## config.mk

```make
export PLATFORM = sky130hd
export DESIGN_NAME = fu_scoreboard
export DESIGN_NICKNAME = d
export VERILOG_FILES = /design/src/rtl/fu_scoreboard.sv
export SDC_FILE = /design/constraint.sdc
export NUM_CORES = 1
export LEC_CHECK = 0
export ABC_AREA = 1
export CAP_MARGIN = 30
export CORE_MARGIN = 3
export CORE_UTILIZATION = 35
export DETAILED_ROUTE_END_ITERATION = 8
export PLACE_DENSITY_LB_ADDON = 0.05
export SLEW_MARGIN = 5
export SYNTH_ARGS = -nofsm -noshare
export SYNTH_HDL_FRONTEND = slang
export SYNTH_SLANG_ARGS = --single-unit
```

## constraint.sdc

```tcl
create_clock -name clk -period 3.25 [get_ports clk]
set_clock_uncertainty 0.1 [all_clocks]
set_input_delay 0.65 -clock clk [delete_from_list [all_inputs] [get_ports clk]]
set_output_delay 0.65 -clock clk [all_outputs]
set_load 0.02 [all_outputs]
```

## src/rtl/fu_scoreboard.sv

```systemverilog
// Issue/retire scoreboard: per-FU occupancy, per-register pending writes, single write-port arbitration.
// Optional same-cycle retire bypass into issue_ready: define SB_RETIRE_BYPASS_EN.
module fu_scoreboard #(
  parameter int NUM_FU = 5,
  parameter int FU_W   = 3,
  parameter int REG_AW = 5
) (
  input  logic                   clk,
  input  logic                   rst,
  input  logic                   issue_valid,
  output logic                   issue_ready,
  input  logic [FU_W-1:0]        issue_fu,
  input  logic [REG_AW-1:0]      issue_rd,
  input  logic [REG_AW-1:0]      issue_rs1,
  input  logic [REG_AW-1:0]      issue_rs2,
  input  logic                   issue_use_rs1,
  input  logic                   issue_use_rs2,
  input  logic                   issue_wr_rd,
  output logic [NUM_FU-1:0]      fu_en,
  input  logic [NUM_FU-1:0]      fu_done,
  output logic                   wb_valid,
  output logic                   wb_we,
  output logic [FU_W-1:0]        wb_fu,
  output logic [REG_AW-1:0]      wb_rd,
  output logic [NUM_FU-1:0]      fu_busy,
  output logic [(2**REG_AW)-1:0] reg_pend,
  output logic                   idle
);

  localparam int NREG = 2**REG_AW;
  localparam logic [FU_W:0] NFU = (FU_W+1)'(NUM_FU);

  logic [NUM_FU-1:0] busy_q, busy_d;
  logic [NUM_FU-1:0] dpend_q, dpend_d;
  logic [NUM_FU-1:0] we_q, we_d;
  logic [NUM_FU-1:0][REG_AW-1:0] rd_q, rd_d;
  logic [NREG-1:0] pend_q, pend_d;

  logic [NUM_FU-1:0] ret_oh;
  logic [NUM_FU-1:0] busy_ck;
  logic [NREG-1:0]   pend_ck;
  logic fu_ok, busy_hit, fire;
  logic rs1_haz, rs2_haz, rd_haz;

  // Lowest set bit of done_pend is the retiring FU.
  assign ret_oh   = dpend_q & (~dpend_q + NUM_FU'(1));
  assign wb_valid = |dpend_q;

  always_comb begin
    wb_fu = '0;
    wb_rd = '0;
    wb_we = 1'b0;
    for (int i = NUM_FU-1; i >= 0; i--) begin
      if (dpend_q[i]) begin
        wb_fu = FU_W'(i);
        wb_rd = rd_q[i];
        wb_we = we_q[i];
      end
    end
  end

`ifdef SB_RETIRE_BYPASS_EN
  assign busy_ck = busy_q & ~ret_oh;
  always_comb begin
    pend_ck = pend_q;
    if (wb_we) pend_ck[wb_rd] = 1'b0;
  end
`else
  assign busy_ck = busy_q;
  assign pend_ck = pend_q;
`endif

  assign fu_ok = {1'b0, issue_fu} < NFU;

  always_comb begin
    busy_hit = 1'b0;
    for (int i = 0; i < NUM_FU; i++) begin
      if (issue_fu == FU_W'(i)) busy_hit = busy_ck[i];
    end
  end

  assign rs1_haz = issue_use_rs1 & (|issue_rs1) & pend_ck[issue_rs1];
  assign rs2_haz = issue_use_rs2 & (|issue_rs2) & pend_ck[issue_rs2];
  assign rd_haz  = issue_wr_rd & (|issue_rd) & pend_ck[issue_rd];

  assign issue_ready = fu_ok & ~busy_hit & ~rs1_haz & ~rs2_haz & ~rd_haz;
  assign fire        = issue_valid & issue_ready;

  always_comb begin
    fu_en = '0;
    for (int i = 0; i < NUM_FU; i++) begin
      fu_en[i] = fire & (issue_fu == FU_W'(i));
    end
  end

  // Retire clears first, then completion and issue, so issue sets win.
  always_comb begin
    busy_d  = busy_q;
    dpend_d = dpend_q;
    we_d    = we_q;
    rd_d    = rd_q;
    pend_d  = pend_q;
    busy_d  = busy_d & ~ret_oh;
    dpend_d = dpend_d & ~ret_oh;
    if (wb_we) pend_d[wb_rd] = 1'b0;
    dpend_d = dpend_d | (fu_done & busy_q & ~dpend_q);
    for (int i = 0; i < NUM_FU; i++) begin
      if (fu_en[i]) begin
        busy_d[i] = 1'b1;
        rd_d[i]   = issue_rd;
        we_d[i]   = issue_wr_rd & (|issue_rd);
      end
    end
    if (fire & issue_wr_rd & (|issue_rd)) pend_d[issue_rd] = 1'b1;
  end

  always_ff @(posedge clk) begin
    if (rst) begin
      busy_q  <= '0;
      dpend_q <= '0;
      we_q    <= '0;
      rd_q    <= '0;
      pend_q  <= '0;
    end else begin
      busy_q  <= busy_d;
      dpend_q <= dpend_d;
      we_q    <= we_d;
      rd_q    <= rd_d;
      pend_q  <= pend_d;
    end
  end

  assign fu_busy  = busy_q;
  assign reg_pend = pend_q;
  assign idle     = ~|busy_q;

endmodule
```

==> metrics.csv, run 1 <==
stage;metric;value;unit
global_route;GRT Total Usage;24.9;%
worst_setup_path;Crit path top cell by count;nand2_1;
floorplanning;Cell Rows;41;
floorplanning;Die Span Y;122;um
timing;final-report hold violation count;0;
worst_setup_path;Critical Path Max Stage Delay;0.33;ns
worst_setup_path;Crit. End Element;output pin;
finish;area of the multi-input gates;2770;um2
logic_synthesis;syn nets;847;
cts;Num Clock Sinks;72;
timing;slew margin rel.;57.0;%
pwr;P_leak;3.01;nW
worst_setup_path;critical path peak fanout;5;
finish;Nets;979;
worst_setup_path;CP delay by family, top;buffers and inverters;
finish;share of cells above drive strength 1;15.6;%
pwr;VDD IR-drop max;0.213;mV
worst_setup_path;worst path required time;2.50;ns
finish;FF/Latch Area;1440;um2
global_route;grt total ovfl;0;
worst_setup_path;CP Data Arrival Time;2.38;ns
worst_setup_path;buffers and inverters on the worst path;6;
worst_setup_path;crit path kind;in2out;
global_route;first-pass GRT wire length;29200;um
floorplanning;Initial Util;36.7;%
cts;clk_lat worst skew;0.34;ns
drt;overall routed net length;18700;um
pwr;Int Pwr;0.00157;W
floorplanning;# IOs;83;
logic_synthesis;post-synthesis register bit count;72;
min_path;Hold Path Class;reg2reg;
finish;most common library cell in the layout ignoring fill and taps;nand2_1;
logic_synthesis;Mapped Cells;818;
placed_design;post-DP HPWL;13400;um
drt;First DRT Iteration DRCs;496;
pwr;combinational group share of total power;18.8;%
logic_synthesis;Synth cell types;27;
finish;Fill cells;1356;
worst_setup_path;Cell Chain, Critical Path;dlygate4sd2_1 -> inv_1 -> nand3_1 -> nand2_1 -> nand2_1 -> nand3_1 -> nand2_1 -> nor2_4 -> nor2_8 -> buf_12 -> buf_4 -> nand3_2 -> inv_1 -> buf_4;
timing;Setup-failing EPs final;0;
timing;Max Fclk;319;MHz
placed_design;number of port buffers;82;
pwr;switching pwr;0.000641;W
timing;hold slack;0.373;ns
run;maxcap violations;0;
worst_setup_path;Crit-path slowest cell;dlygate4sd2_1;
drt;drt drc;0;
pwr;Clk pwr share;40.5;%
floorplanning;die width;122;um
timing;Slew @ Worst Pin;0.641;ns
cts;CTS Buf Count;9;
pwr;Power Total;0.00221;W
global_route;number of global-route vias before repair;5653;
logic_synthesis;Mapped Area;4740;um2
placed_design;routability cong.;0.932;
cts;CTS Buffer Depth;2;
cts;CTS root buffer;clkbuf_16;
pwr;Flop pwr share;40.7;%
timing;RSZ-0062 raised after global routing;false;
drt;TritonRoute pass-1 iters;5;
run_status;run status;finished clean;
logic_synthesis;sequential area share after synthesis;30.4;%
global_route;pin count of the biggest net entering global routing;39;
floorplanning;core area;12900;um2
floorplanning;die area;15000;um2
finish;n_diodes;0;
drt;vias per inst;5.22;
drt;Routed WL per cell;16.6;um
finish;most frequent cells in the layout;nand2_1 (257), inv_1 (112), nor2_1 (84);
timing;final slew viol count;0;
cts;htree depth;3;
cts;clock slew at the register clock pins of the worst setup and hold paths;0.06;ns
pwr;switching share of total power;29.0;%
timing;fin crit period;3.13;ns
cts;Post-CTS Hold Buffers;0;
finish;synth-to-layout area growth;39.7;%
global_route;initial antenna violation count;0;
worst_setup_path;Setup crit start kind;input pin;
timing;crit share post-route;96.3;%
cts;TritonCTS clock tree;done;
pwr;PwrDens;334;nW/um2
logic_synthesis;Avg Cell Area, Syn;5.80;um2
drt;Vias;5873;
drt;Final ANT Viol Nets;0;
logic_synthesis;yosys warns;0;
==> worst register-to-register path, delay by kind of cell (launching register included) <==
family	cells	cell delay [ns]
flip-flops	1	0.33
AO/OA/AOI/OAI	3	0.33
AND/OR/NAND/NOR	4	0.89
buffers and inverters	5	0.78
==> per-stage QoR <==
stage | TNS [ns] | util, % | setup slack [ns] | instances | cell area, um2
global route | 0 | 51.3 | 0.00932 | 1126 | 6630
CTS | -0.00735 | 50.6 | -0.00432 | 1124 | 6540
detailed placement | -4.13 | 47.0 | -0.695 | 1096 | 6080
finish | 0 | 51.3 | 0.119 | 1126 | 6630
global placement | -4.08 | 46.8 | -0.692 | 1095 | 6050
floorplan | 0 | - | 0.432 | 818 | 4740
==> cell type report <==
| type | instances | share of cell area (%) |
|---|---|---|
| clock buffer | 10 | 3.45 |
| clock inverter | 5 | 0.528 |
| inverter | 130 | 7.59 |
| multi-input combinational | 581 | 41.7 |
| sequential | 72 | 21.7 |
| tap | 172 | 3.25 |
| timing repair buffer | 156 | 21.7 |
==> registers in the layout (all words and copies together), names as in the netlist <==
| register | cells |
|---|---|
| dpend_q | 5 |
| fu_busy | 5 |
| rd_q | 25 |
| reg_pend | 32 |
| we_q | 5 |
==> repair_timing <==
| item | CTS | global route |
|---|---|---|
| hold endpoints to repair | 0 | 0 |
| gates resized for setup | 76 | 44 |
| buffers inserted | 11 | 1 |
| pin swaps | 7 | 10 |
| gates cloned | 2 | 1 |
| endpoints found under the setup margin | 7 | 11 |
==> synth_stat cells (all sizes together) <==
master / count / area, um2
clkinv: 3 / 11.3
nand4: 61 / 382
nand2b: 1 / 6.26
nand3b: 1 / 7.51
buf: 24 / 135
dfxtp: 72 / 1440
nand2: 258 / 968
o22ai: 11 / 68.8
a21boi: 1 / 7.51
o2111ai: 2 / 17.5
nor2: 87 / 343
o21ai: 38 / 190
nor3: 11 / 60.1
a21oi: 50 / 250
nor4: 1 / 6.26
a211oi: 3 / 22.5
inv: 127 / 477
clkbuf: 12 / 45.0
nand3: 55 / 305
==> power groups by stage <==
stage / clock network, W / logic (W) / registers (W)
final: 0.000897 / 0.000415 / 0.000900
after global routing: 0.000945 / 0.000447 / 0.000901
after CTS: 0.000917 / 0.000399 / 0.000900
after detailed placement: 0 / 0.000353 / 0.000919
after global placement: 0 / 0.000346 / 0.000919
after floorplan: 0 / 0.000193 / 0.000920
==> path summary, 6_finish.rpt <==
check	cells after the start	from	end	slack (ns)
setup / recovery	14	issue_rs2[2]	fu_en[3]	0.12
hold / removal	2	we_q[4]	we_q[4]	0.37
setup reg to reg	12	dpend_q[0]	reg_pend[31]	0.69
hold reg to reg	2	we_q[4]	we_q[4]	0.37
==> logic make-up (layout without fill, tap and decap cells) <==
family                 after synthesis  count (layout)  share of synthesized area (%)
AOI/OAI and AO/OA                  105             105                           11.7
buffers and inverters              166             301                           14.1
DFF                                 72              72                           30.4
and+or+nand+nor                    475             476                           43.8
==> layer usage <==
metal / track usage [%] / routed length, um
met1: 30.8 / 7920
met2: 43.7 / 8850
met3: 3.23 / 1200
met4: 10.3 / 747
met5: 0 / 0
(Power assumes the default switching activity.)
==> run 2: changes to the inputs <==
CELL_PAD_IN_SITES_DETAIL_PLACEMENT = 0   (was default)
CELL_PAD_IN_SITES_GLOBAL_PLACEMENT = 1   (was default)
GPL_TIMING_DRIVEN = 0   (was default)
==> metrics.csv, run 2 (synthesis results as in run 1) <==
stage;metric;value;unit
pwr;PwrDens;391;nW/um2
finish;Fill cells;1382;
min_path;hold_sp;we_q[2];
worst_setup_path;Critical Path Max Stage Delay;0.39;ns
drt;Vias;5670;
finish;max FFs per register;32;
timing;Setup-failing EPs final;0;
floorplanning;Cell Rows;41;
drt;Routed WL per cell;17.5;um
min_path;Worst Hold Depth;2;
floorplanning;Initial Util;36.7;%
floorplanning;core area;12900;um2
worst_setup_path;R2R Path Start;dpend_q[0];
global_route;initial antenna violation count;0;
drt;Final ANT Viol Nets;0;
placed_design;post-DP HPWL;14300;um
drt;drt drc;0;
worst_setup_path;Crit-path slowest cell;dlygate4sd2_1;
pwr;VDD IR-drop max;0.254;mV
global_route;GRT Total Usage;26.5;%
finish;most frequent cells in the layout;nand2_1 (254), inv_1 (108), nor2_1 (85);
cts;CTS Buf Count;9;
worst_setup_path;worst r2r path cells;12;
global_route;grt total ovfl;0;
finish;most common library cell in the layout ignoring fill and taps;nand2_1;
cts;CTS root buffer;clkbuf_16;
timing;crit share post-route;97.4;%
cts;Num Clock Sinks;72;
worst_setup_path;CP Data Arrival Time;2.41;ns
global_route;first-pass GRT wire length;30400;um
floorplanning;# IOs;83;
cts;clock slew at the register clock pins of the worst setup and hold paths;0.06;ns
drt;TritonRoute pass-1 iters;5;
worst_setup_path;critical path peak fanout;10;
min_path;Hold Path Class;reg2reg;
worst_setup_path;Setup crit start kind;input pin;
timing;setup ws final;0.0860;ns
finish;Core Util, Final;49.7;%
timing;slew margin rel.;44.3;%
worst_setup_path;crit path kind;in2out;
drt;First DRT Iteration DRCs;347;
finish;n_diodes;0;
finish;share of cells above drive strength 1;11.6;%
worst_setup_path;Crit. End Element;output pin;
finish;Nets;948;
drt;vias per inst;5.18;
floorplanning;die area;15000;um2
min_path;hold path endpoint;we_q[2];
floorplanning;Die Span Y;122;um
finish;synth-to-layout area growth;35.3;%
global_route;number of global-route vias before repair;5581;
cts;htree depth;3;
timing;final-report hold violation count;0;
worst_setup_path;R2R Setup Slk;0.51;ns
timing;final slew viol count;0;
drt;overall routed net length;19200;um
run_status;run status;finished clean;
placed_design;routability cong.;0.844;
cts;clk_lat worst skew;0.35;ns
timing;Slew @ Worst Pin;0.832;ns
pwr;Power Total;0.00251;W
placed_design;pre-CTS setup slack;-0.952;ns
cts;TritonCTS clock tree;done;
worst_setup_path;Cell Chain, Critical Path;dlygate4sd2_1 -> inv_2 -> nor2_1 -> nand2_1 -> nand3_1 -> nor2_1 -> nand2_1 -> nand3_2 -> nand3_4 -> nor2_8 -> buf_12 -> buf_6 -> buf_4;
pwr;P_leak;2.77;nW
placed_design;number of port buffers;78;
global_route;pin count of the biggest net entering global routing;13;
floorplanning;die width;122;um
timing;fin crit period;3.16;ns
worst_setup_path;RR Endpoint;reg_pend[6];
worst_setup_path;worst path required time;2.50;ns
run;maxcap violations;0;
timing;Max Fclk;316;MHz
cts;CTS Buffer Depth;2;
cts;Post-CTS Hold Buffers;0;
## run 2: worst max-delay path by stage
stage | startpoint | endpoint | slack (ns)
global placement | issue_rs1[1] | fu_en[4] | -0.99
finish | issue_rs1[1] | issue_ready | 0.09
CTS | issue_rd[1] | fu_en[0] | 0.0002
floorplan | issue_rd[1] | fu_en[0] | 0.43
detailed placement | issue_rs1[1] | fu_en[3] | -0.95
global route | issue_rd[0] | fu_en[3] | -0.07
## run 2: critical path, delay by kind of cell
family	cells	cell delay [ns]
buffers and inverters	5	0.97
AND/OR/NAND/NOR	8	0.78
## run 2: per-stage QoR
step	setup TNS [ns]	hold slack, ns	instances	area [um2]
6_report	0	0.377	1095	6420
5_1_grt	-0.393	0.409	1095	6420
4_1_cts	0	0.376	1093	6320
3_5_place_dp	-8.53	0.369	1068	5740
3_3_place_gp	-9.71	0.362	1068	5740
2_1_floorplan	0	0.350	818	4740
## run 2: cell type report
class	instances	area [um2]	area share (%)
buffer	36	226	3.53
clock buffer	10	239	3.72
clock inverter	5	129	2.01
inverter	130	505	7.87
multi-input combinational	580	2790	43.4
sequential	72	1440	22.5
tap	172	215	3.35
timing repair buffer	90	876	13.6
## run 2: metal layers
metal / up-vias / GRT usage (%) / wire length (um) / share of wire [%]
li1: 2839 / - / - / -
met1: 2606 / 31.5 / 7940 / 41
met2: 194 / 47.0 / 9620 / 50
met3: 31 / 5.16 / 1170 / 6.1
met4: 0 / 9.87 / 474 / 2.5
met5: - / 0 / 0 / 0
## run 2: where the power goes
group / total [W] / leakage [nW] / switching [W] / internal [W]
clock network: 0.00123 / 0.179 / 0.000389 / 0.000845
logic: 0.000374 / 2.01 / 0.000246 / 0.000129
registers: 0.000900 / 0.581 / 0.00000663 / 0.000893
## run 2: what timing repair did
action	4_1_cts	5_1_grt
setup endpoints to repair	8	11
pin swaps	5	9
setup buffers	10	2
resized for setup	83	45
==> run 3: changes to the inputs <==
CTS_CLUSTER_DIAMETER = 60   (was default)
==> results of run 3 <==
Final layout, timing and power as in run 2 (identical DEF).
